File: src/rtl/i2s_tx_10xe_axis_chan_sched.sv
// Frame scheduler for the I2S TX audio AXI-Stream port.
// Each frame visits every channel enabled in the latched mask in ascending order,
// forwards one sample per channel tagged with its index, and substitutes a zero
// sample when a source stalls too long, so that the I2S slots stay aligned.
module i2s_tx_10xe_axis_chan_sched #(
    parameter int NUM_CH      = 8,
    parameter int DATA_W      = 32,
    parameter int UNDERRUN_TO = 64
) (
    input  logic                     s_axis_aud_aclk,
    input  logic                     s_axis_aud_aresetn,
    input  logic                     enable,
    input  logic [NUM_CH-1:0]        ch_mask,
    input  logic [NUM_CH*DATA_W-1:0] ch_tdata,
    input  logic [NUM_CH-1:0]        ch_tvalid,
    output logic [NUM_CH-1:0]        ch_tready,
    output logic [DATA_W-1:0]        s_axis_aud_tdata,
    output logic [2:0]               s_axis_aud_tid,
    output logic                     s_axis_aud_tvalid,
    input  logic                     s_axis_aud_tready,
    output logic                     frame_done,
    output logic                     underrun,
    output logic [15:0]              underrun_cnt
);

    localparam int                  WAIT_W  = 16;
    localparam bit                  TO_EN   = (UNDERRUN_TO != 0);
    localparam logic [WAIT_W-1:0]   TO_LAST = WAIT_W'((UNDERRUN_TO == 0) ? 0 : UNDERRUN_TO - 1);

    typedef enum logic [0:0] {
        ST_IDLE,
        ST_RUN
    } state_t;

    state_t              state;
    state_t              state_nxt;
    logic [NUM_CH-1:0]   fmask;
    logic [NUM_CH-1:0]   fmask_nxt;
    logic [2:0]          cur;
    logic [2:0]          cur_nxt;
    logic [WAIT_W-1:0]   wait_cnt;

    logic                sel_valid;
    logic [DATA_W-1:0]   sel_data;
    logic                slot_free;
    logic                timeout;
    logic [3:0]          above;
    logic                accept;
    logic                fill;
    logic                load;
    logic                last;

    // output register stage
    logic                vld_p1;
    logic [DATA_W-1:0]   data_p1;
    logic [2:0]          tid_p1;

    // Lowest set bit of a mask (0 when the mask is empty).
    function automatic logic [2:0] lowest(input logic [NUM_CH-1:0] m);
        logic [2:0] r;
        r = 3'd0;
        for (int i = NUM_CH - 1; i >= 0; i--) begin
            if (m[i]) r = i[2:0];
        end
        return r;
    endfunction

    // {found, index} of the next set bit strictly above position c.
    function automatic logic [3:0] next_above(input logic [NUM_CH-1:0] m, input logic [2:0] c);
        logic [3:0] r;
        r = 4'd0;
        for (int i = NUM_CH - 1; i >= 0; i--) begin
            if (m[i] && (i > int'(c))) r = {1'b1, i[2:0]};
        end
        return r;
    endfunction

    // Saturating increment for the underrun counter.
    function automatic logic [15:0] sat_inc(input logic [15:0] v);
        return (v == 16'hFFFF) ? v : v + 16'd1;
    endfunction

    // Select the current channel's valid and sample.
    always_comb begin
        sel_valid = 1'b0;
        sel_data  = '0;
        for (int i = 0; i < NUM_CH; i++) begin
            if (i[2:0] == cur) begin
                sel_valid = ch_tvalid[i];
                sel_data  = ch_tdata[i*DATA_W +: DATA_W];
            end
        end
    end

    assign slot_free = !vld_p1 || s_axis_aud_tready;
    assign timeout   = TO_EN && (state == ST_RUN) && (wait_cnt == TO_LAST) && slot_free;
    assign above     = next_above(fmask, cur);

    // Next-state, channel handshake and load decision.
    always_comb begin
        state_nxt = state;
        fmask_nxt = fmask;
        cur_nxt   = cur;
        ch_tready = '0;
        accept    = 1'b0;
        fill      = 1'b0;
        load      = 1'b0;
        last      = 1'b0;
        case (state)
            ST_IDLE: begin
                if (enable && (ch_mask != '0)) begin
                    fmask_nxt = ch_mask;
                    cur_nxt   = lowest(ch_mask);
                    state_nxt = ST_RUN;
                end
            end
            ST_RUN: begin
                // A timeout pre-empts the source, even one that just became valid.
                fill   = timeout;
                accept = slot_free && sel_valid && !timeout;
                for (int i = 0; i < NUM_CH; i++) begin
                    if (i[2:0] == cur) ch_tready[i] = slot_free && !timeout;
                end
                load = accept || fill;
                if (load) begin
                    if (above[3]) begin
                        cur_nxt = above[2:0];
                    end else begin
                        last = 1'b1;
                        if (enable && (ch_mask != '0)) begin
                            fmask_nxt = ch_mask;
                            cur_nxt   = lowest(ch_mask);
                        end else begin
                            state_nxt = ST_IDLE;
                        end
                    end
                end
            end
            default: state_nxt = ST_IDLE;
        endcase
    end

    // FSM state, latched frame mask and current channel.
    always_ff @(posedge s_axis_aud_aclk) begin
        if (!s_axis_aud_aresetn) begin
            state <= ST_IDLE;
            fmask <= '0;
            cur   <= 3'd0;
        end else begin
            state <= state_nxt;
            fmask <= fmask_nxt;
            cur   <= cur_nxt;
        end
    end

    // Wait counter: cycles the free slot spends waiting on the current source.
    always_ff @(posedge s_axis_aud_aclk) begin
        if (!s_axis_aud_aresetn) begin
            wait_cnt <= '0;
        end else if (load || (state != ST_RUN)) begin
            wait_cnt <= '0;
        end else if (slot_free && !sel_valid && (wait_cnt != '1)) begin
            wait_cnt <= wait_cnt + 1'b1;
        end
    end

    // Output register: a new load wins over a concurrent consume.
    always_ff @(posedge s_axis_aud_aclk) begin
        if (!s_axis_aud_aresetn) begin
            vld_p1  <= 1'b0;
            data_p1 <= '0;
            tid_p1  <= 3'd0;
        end else if (load) begin
            vld_p1  <= 1'b1;
            data_p1 <= fill ? '0 : sel_data;
            tid_p1  <= cur;
        end else if (s_axis_aud_tready) begin
            vld_p1  <= 1'b0;
        end
    end

    // Status pulses and the saturating underrun count.
    always_ff @(posedge s_axis_aud_aclk) begin
        if (!s_axis_aud_aresetn) begin
            frame_done   <= 1'b0;
            underrun     <= 1'b0;
            underrun_cnt <= 16'd0;
        end else begin
            frame_done <= load && last;
            underrun   <= fill;
            if (fill) underrun_cnt <= sat_inc(underrun_cnt);
        end
    end

    assign s_axis_aud_tvalid = vld_p1;
    assign s_axis_aud_tdata  = data_p1;
    assign s_axis_aud_tid    = tid_p1;

endmodule

File: config.mk
export PLATFORM = sky130hd
export DESIGN_NAME = i2s_tx_10xe_axis_chan_sched
export DESIGN_NICKNAME = d
export VERILOG_FILES = /design/src/rtl/i2s_tx_10xe_axis_chan_sched.sv
export SDC_FILE = /design/constraint.sdc
export NUM_CORES = 1
export LEC_CHECK = 0
export CAP_MARGIN = 5
export CORE_MARGIN = 2
export CORE_UTILIZATION = 30
export CTS_CLUSTER_DIAMETER = 150
export DETAILED_ROUTE_END_ITERATION = 8
export GPL_ROUTABILITY_DRIVEN = 0
export GPL_TIMING_DRIVEN = 0
export MAX_ROUTING_LAYER = met4
export PLACE_DENSITY = 0.66
export SLEW_MARGIN = 20
export SYNTH_ARGS = -nofsm -noshare
export SYNTH_HDL_FRONTEND = slang
export SYNTH_SLANG_ARGS = --single-unit
File: constraint.sdc
create_clock -name s_axis_aud_aclk -period 3.28 [get_ports s_axis_aud_aclk]
set_clock_uncertainty 0.1 [all_clocks]
set_input_delay 0.328 -clock s_axis_aud_aclk [delete_from_list [all_inputs] [get_ports s_axis_aud_aclk]]
set_output_delay 0.328 -clock s_axis_aud_aclk [all_outputs]
set_load 0.01 [all_outputs]
; ---- Yosys cells after proc, flatten, opt, wreduce, memory -nomap -nowiden
; Cells that the tools add are included.
[op_classes]
addsub = 2
n_lt_le_gt_ge = 7
eq_ne = 12
n_mux = 60
n_bitwise = 3
n_reduce_logical = 28
[ops]
columns = operator, n
row1 = $mux 32, 9
row2 = $mux 3, 11
row3 = $add 16x1->16 const B, 2
row4 = $mux 8, 4
row5 = $mux 4, 7
row6 = $mux 1, 26
row7 = $eq 16x16->1 const B, 1
row8 = $eq 16x6->1 const B, 1
row9 = $logic_and 1x1->1, 16
row10 = $ne 16x16->1 const B, 1
row11 = $pmux 8 s2, 1
row12 = $eq 3x3->1 const A, 4
row13 = $gt 3x3->1 const A, 4
row14 = $reduce_bool 8->1, 1
row15 = $eq 2x3->1 const A, 2
row16 = $gt 2x3->1 const A, 2
row17 = $pmux 3 s2, 1
row18 = $reduce_and 2->1, 2
row19 = $eq 1x3->1 const A, 1
row20 = $gt 1x3->1 const A, 1
row21 = $logic_not 1->1, 3
row22 = $logic_not 3->1, 1
row23 = $logic_or 1x1->1, 3
row24 = $not 1->1, 3
row25 = other kinds (5), 5
[word_totals]
reg_bits = 82
inputBits = 276
output_inout_bits = 62
wordCells = 122

; ---- Longest topological paths before layout
[logic_depth]
ltp_word = 15
depth_mapped = 10

; ---- Least setup slack after synthesis
; OpenSTA, ideal clock, no wires.
[synth_path]
kind = register -> register
from = reg wait_cnt[0]
to = reg data_p1[28] (netlist: s_axis_aud_tdata[28])
setup_time_ps = 117
t_arrival_ps = 2149
required_ps = 3063
setup_slack_ps = 914
path_stages_with_launch = 11
synth_period_minus_slack_ps = 2366
path_cell_list = dfxtp_1 ha_1 nand3_1 nor2_1 nand3_1 a31o_1 buf_2 and2_1 buf_6 buf_6 a22o_1
[synth_via]
elab_chain_cells = 7
[synth_rtl]
columns = element, line_no
row1 = from (decl), 41  ; logic [WAIT_W-1:0] wait_cnt;
row2 = from (signal assigned), 163  ; wait_cnt <= wait_cnt + 1'b1;
row3 = $eq 16x6->1 *, 96  ; assign timeout = TO_EN && (state == ST_RUN) && (wait_cnt == TO_LAST) && slot_free;
row4 = $logic_and 1x1->1 * (2 in a row), 96
row5 = $logic_not 1->1, 120  ; accept = slot_free && sel_valid && !timeout;
row6 = $logic_and 1x1->1, 120
row7 = $logic_or 1x1->1, 124  ; load = accept || fill;
row8 = $mux 1, 109  ; case (state)
row9 = to (signal assigned), 175  ; data_p1 <= fill ? '0 : sel_data;
row10 = to (decl), 55  ; logic [DATA_W-1:0] data_p1;
; Every way passes the cells marked *; elsewhere a longest branch is shown, timed or not.
; A chain may end at the register's enable or synchronous reset.

; ---- Worst setup path in the final report
[layout_path]
from = in s_axis_aud_tready
to = out ch_tready[2]
[layout_via]
elab_chain_cells = 6
[layout_rtl]
columns = element, line_no
row1 = from (decl), 20  ; input logic s_axis_aud_tready,
row2 = $logic_or 1x1->1 *, 95  ; assign slot_free = !vld_p1 || s_axis_aud_tready;
row3 = $logic_and 1x1->1, 96
row4 = $logic_not 1->1, 122  ; if (i[2:0] == cur) ch_tready[i] = slot_free && !timeout;
row5 = $logic_and 1x1->1 *, 122
row6 = $mux 1 *, 122
row7 = $mux 8 *, 109
row8 = to (decl), 16  ; output logic [NUM_CH-1:0] ch_tready,
; Marks and branches as above.

==> flow_summary.json <==
{
  "cpPeakStageDelay_ns": 0.60,
  "boundaryPins": 338,
  "crit_arrival_ns": 2.70,
  "r2r-start": "cur[1]$_SDFFE_PN0P_",
  "maxCapViolCount": 0,
  "synth_ff_type": "dfxtp_1",
  "grt_pass1_wl_um": 42800,
  "h-tree-depth": 3,
  "synth_common_cells": "dfxtp_1 (81), nand2_1 (75), clkbuf_1 (48)",
  "port_buffers": 336,
  "fin_tns_setup_ns": 0,
  "hold_path.class": "input port to flip-flop",
  "core_sq_um": 18700,
  "dieHeight_um": 142,
  "cp.required_ns": 2.85,
  "drive_gt1_frac": 0.0702,
  "startpoint": "s_axis_aud_tready",
  "p_leak_nw": 3.14,
  "end_kind": "output port",
  "clockBufferDepth": 2,
  "yosysMostFrequentCell": "dfxtp_1",
  "first_pass_iters": 5,
  "vias": 7224,
  "die_x_um": 142,
  "rsz0062_at_grt": "false",
  "synthToLayoutAreaGrowth_pct": 69.5,
  "start_util": 0.305,
  "placedCellCount": 1261,
  "rows": 50,
  "antenna_left": 0,
  "grt-ovfl-total": 0,
  "dpl.hpwl_um": 23600,
  "setup_viol": 0,
  "fmax_mhz": 320,
  "cp-start-kind": "input port",
  "slew_violations": 0,
  "ys_warn_count": 0,
  "wl_um": 29300,
  "clk_pin_slew_ns": 0.06,
  "instances_no_fill": 1279,
  "hold_violations": 0,
  "grt_max_degree": 14,
  "grt_pass1_vias": 7130,
  "numCtsBuffers": 9,
  "hp-start": "s_axis_aud_aresetn",
  "timing.slew.headroom": 0.293,
  "crit_fanout": 10,
  "routed_via_density": 5.65,
  "yosysTopAreaCell": "dfxtp_1",
  "grtUsageTotal": 0.290,
  "synthDistinctLibCells": 58,
  "vdd_ir_drop_max_uv": 350,
  "final_area_sq_um": 9680,
  "slowest_stage": "clkdlybuf4s50_1",
  "async_reset_ff_frac": 0,
  "tritoncts": "built",
  "synth-edff-count": 0,
  "cts_root_buffer": "clkbuf_16",
  "yosysSeqAreaShare": 0.284,
  "avgRoutedWirePerCell_um": 22.9,
  "worst_slew_pin_slew_ns": 1.06,
  "worst-setup-path-type": "input port to output port",
  "final_nets": 1314,
  "synthTopCellsByArea": "dfxtp_1 (28%), mux2i_1 (7.5%), mux2_2 (5.5%)",
  "post_dp_cell_area_sq_um": 9370,
  "finalCritPeriodShare": 0.953,
  "power_mw": 6.46,
  "clock_sinks": 81,
  "antenna_found_initial": 5,
  "p_per_area_nw_per_um2": 667,
  "mappedNetlistNets": 969,
  "netlist_instances": 691,
  "syn_area_sq_um": 5710,
  "first_iter_violations": 499,
  "avgSynthCellArea_sq_um": 8.27,
  "die_area_sq_um": 20200,
  "clkLatencyLatePin_ns": 0.35,
  "fin_crit_ns": 3.13,
  "drc_errors": 0,
  "whs_ns": 0.260,
  "path_cells": "clkdlybuf4s50_1, nand2b_1, clkbuf_1, nand2_1, a31oi_1, nand2_1, nor3_1, clkdlybuf4s50_1",
  "status": "complete, no violations",
  "yosys.area.top_type_share": 0.284,
  "fillCellCount": 1806,
  "synth-seq-cells": 81
}
==> power by group <==
part / switching, mW / leakage [nW] / internal [mW]
combinational: 2.31 / 2.34 / 1.76
clock: 0.431 / 0.144 / 0.605
sequential: 0.151 / 0.658 / 1.20
total: 2.89 / 3.14 / 3.56
==> sequential cells by signal, summed over array words and instances (netlist names) <==
signal / cells
state: 1
s_axis_aud_tvalid: 1
underrun: 1
underrun_cnt: 16
fmask: 7
s_axis_aud_tdata: 32
s_axis_aud_tid: 3
wait_cnt: 16
frame_done: 1
cur: 3
==> cell families after synthesis <==
kind of cell | synth area share
AND/OR/NAND/NOR | 0.184
AO/OA/AOI/OAI | 0.311
XOR/XNOR | 0.0184
adder cells (fa/ha/maj) | 0.00438
buffers and inverters | 0.0563
flip-flops | 0.284
multiplexers | 0.142
==> stage by stage <==
| step | worst slack, ns | util |
|---|---|---|
| 3_3_place_gp | -0.0698 | 0.501 |
| 5_1_grt | 0.0157 | 0.518 |
| 4_1_cts | 0.0589 | 0.517 |
| 3_5_place_dp | -0.0710 | 0.501 |
| 6_report | 0.153 | 0.518 |
| 2_1_floorplan | 0.914 | - |
==> critical path, delay by kind of cell <==
kind | cells | cell delay, ns
buffers and inverters | 3 | 1.43
AO/OA/AOI/OAI | 1 | 0.20
AND/OR/NAND/NOR | 4 | 0.73
==> path summary, 6_finish.rpt <==
check | end | slack, ns | cells after the start
worst min register to register | s_axis_aud_tdata[1]$_SDFFE_PN0P_ | 0.36 | 1
worst min-delay path | underrun_cnt[13]$_SDFFE_PN0P_ | 0.26 | 3
worst max-delay path | ch_tready[2] | 0.15 | 8
worst max register to register | s_axis_aud_tdata[2]$_SDFFE_PN0P_ | 0.20 | 7
==> cell usage in the layout (no fill, tap or decap), types with 25 or more instances in the layout <==
cell	instances
clkdlybuf4s50_1	336
dfxtp_1	81
nand2_1	75
clkbuf_1	45
mux2i_1	43
a21oi_1	32
o22ai_1	32
nor2_1	29
a22oi_1	29
a221oi_1	29
a211oi_1	29
mux2_2	28
a32o_1	28
nand3_1	25
==> layout make-up <==
class | instances | area [sq um] | area share
clock buffer | 10 | 239 | 0.0247
tap | 234 | 293 | 0.0302
buffer | 66 | 290 | 0.0300
inverter | 8 | 30.0 | 0.00310
sequential | 81 | 1620 | 0.167
antenna | 5 | 12.5 | 0.00129
clock inverter | 5 | 56.3 | 0.00581
multi-input combinational | 534 | 3780 | 0.390
timing repair buffer | 336 | 3360 | 0.347
==> layer usage <==
layer / track usage / wire (um) / vias up
met1: 0.354 / 12200 / 3430
met4: 0.0905 / 763 / 0
li1: - / - / 3423
met2: 0.472 / 13900 / 322
met5: - / 0 / -
met3: 0.0720 / 2420 / 49
==> what timing repair did <==
item / in CTS / in global routing
gates resized for setup: 4 / 3
setup endpoints to repair: 3 / 10
setup buffers: 0 / 0
hold buffers: 0 / 0
endpoints found under the hold margin: 0 / 0
Power figures use the tool's default switching activity.
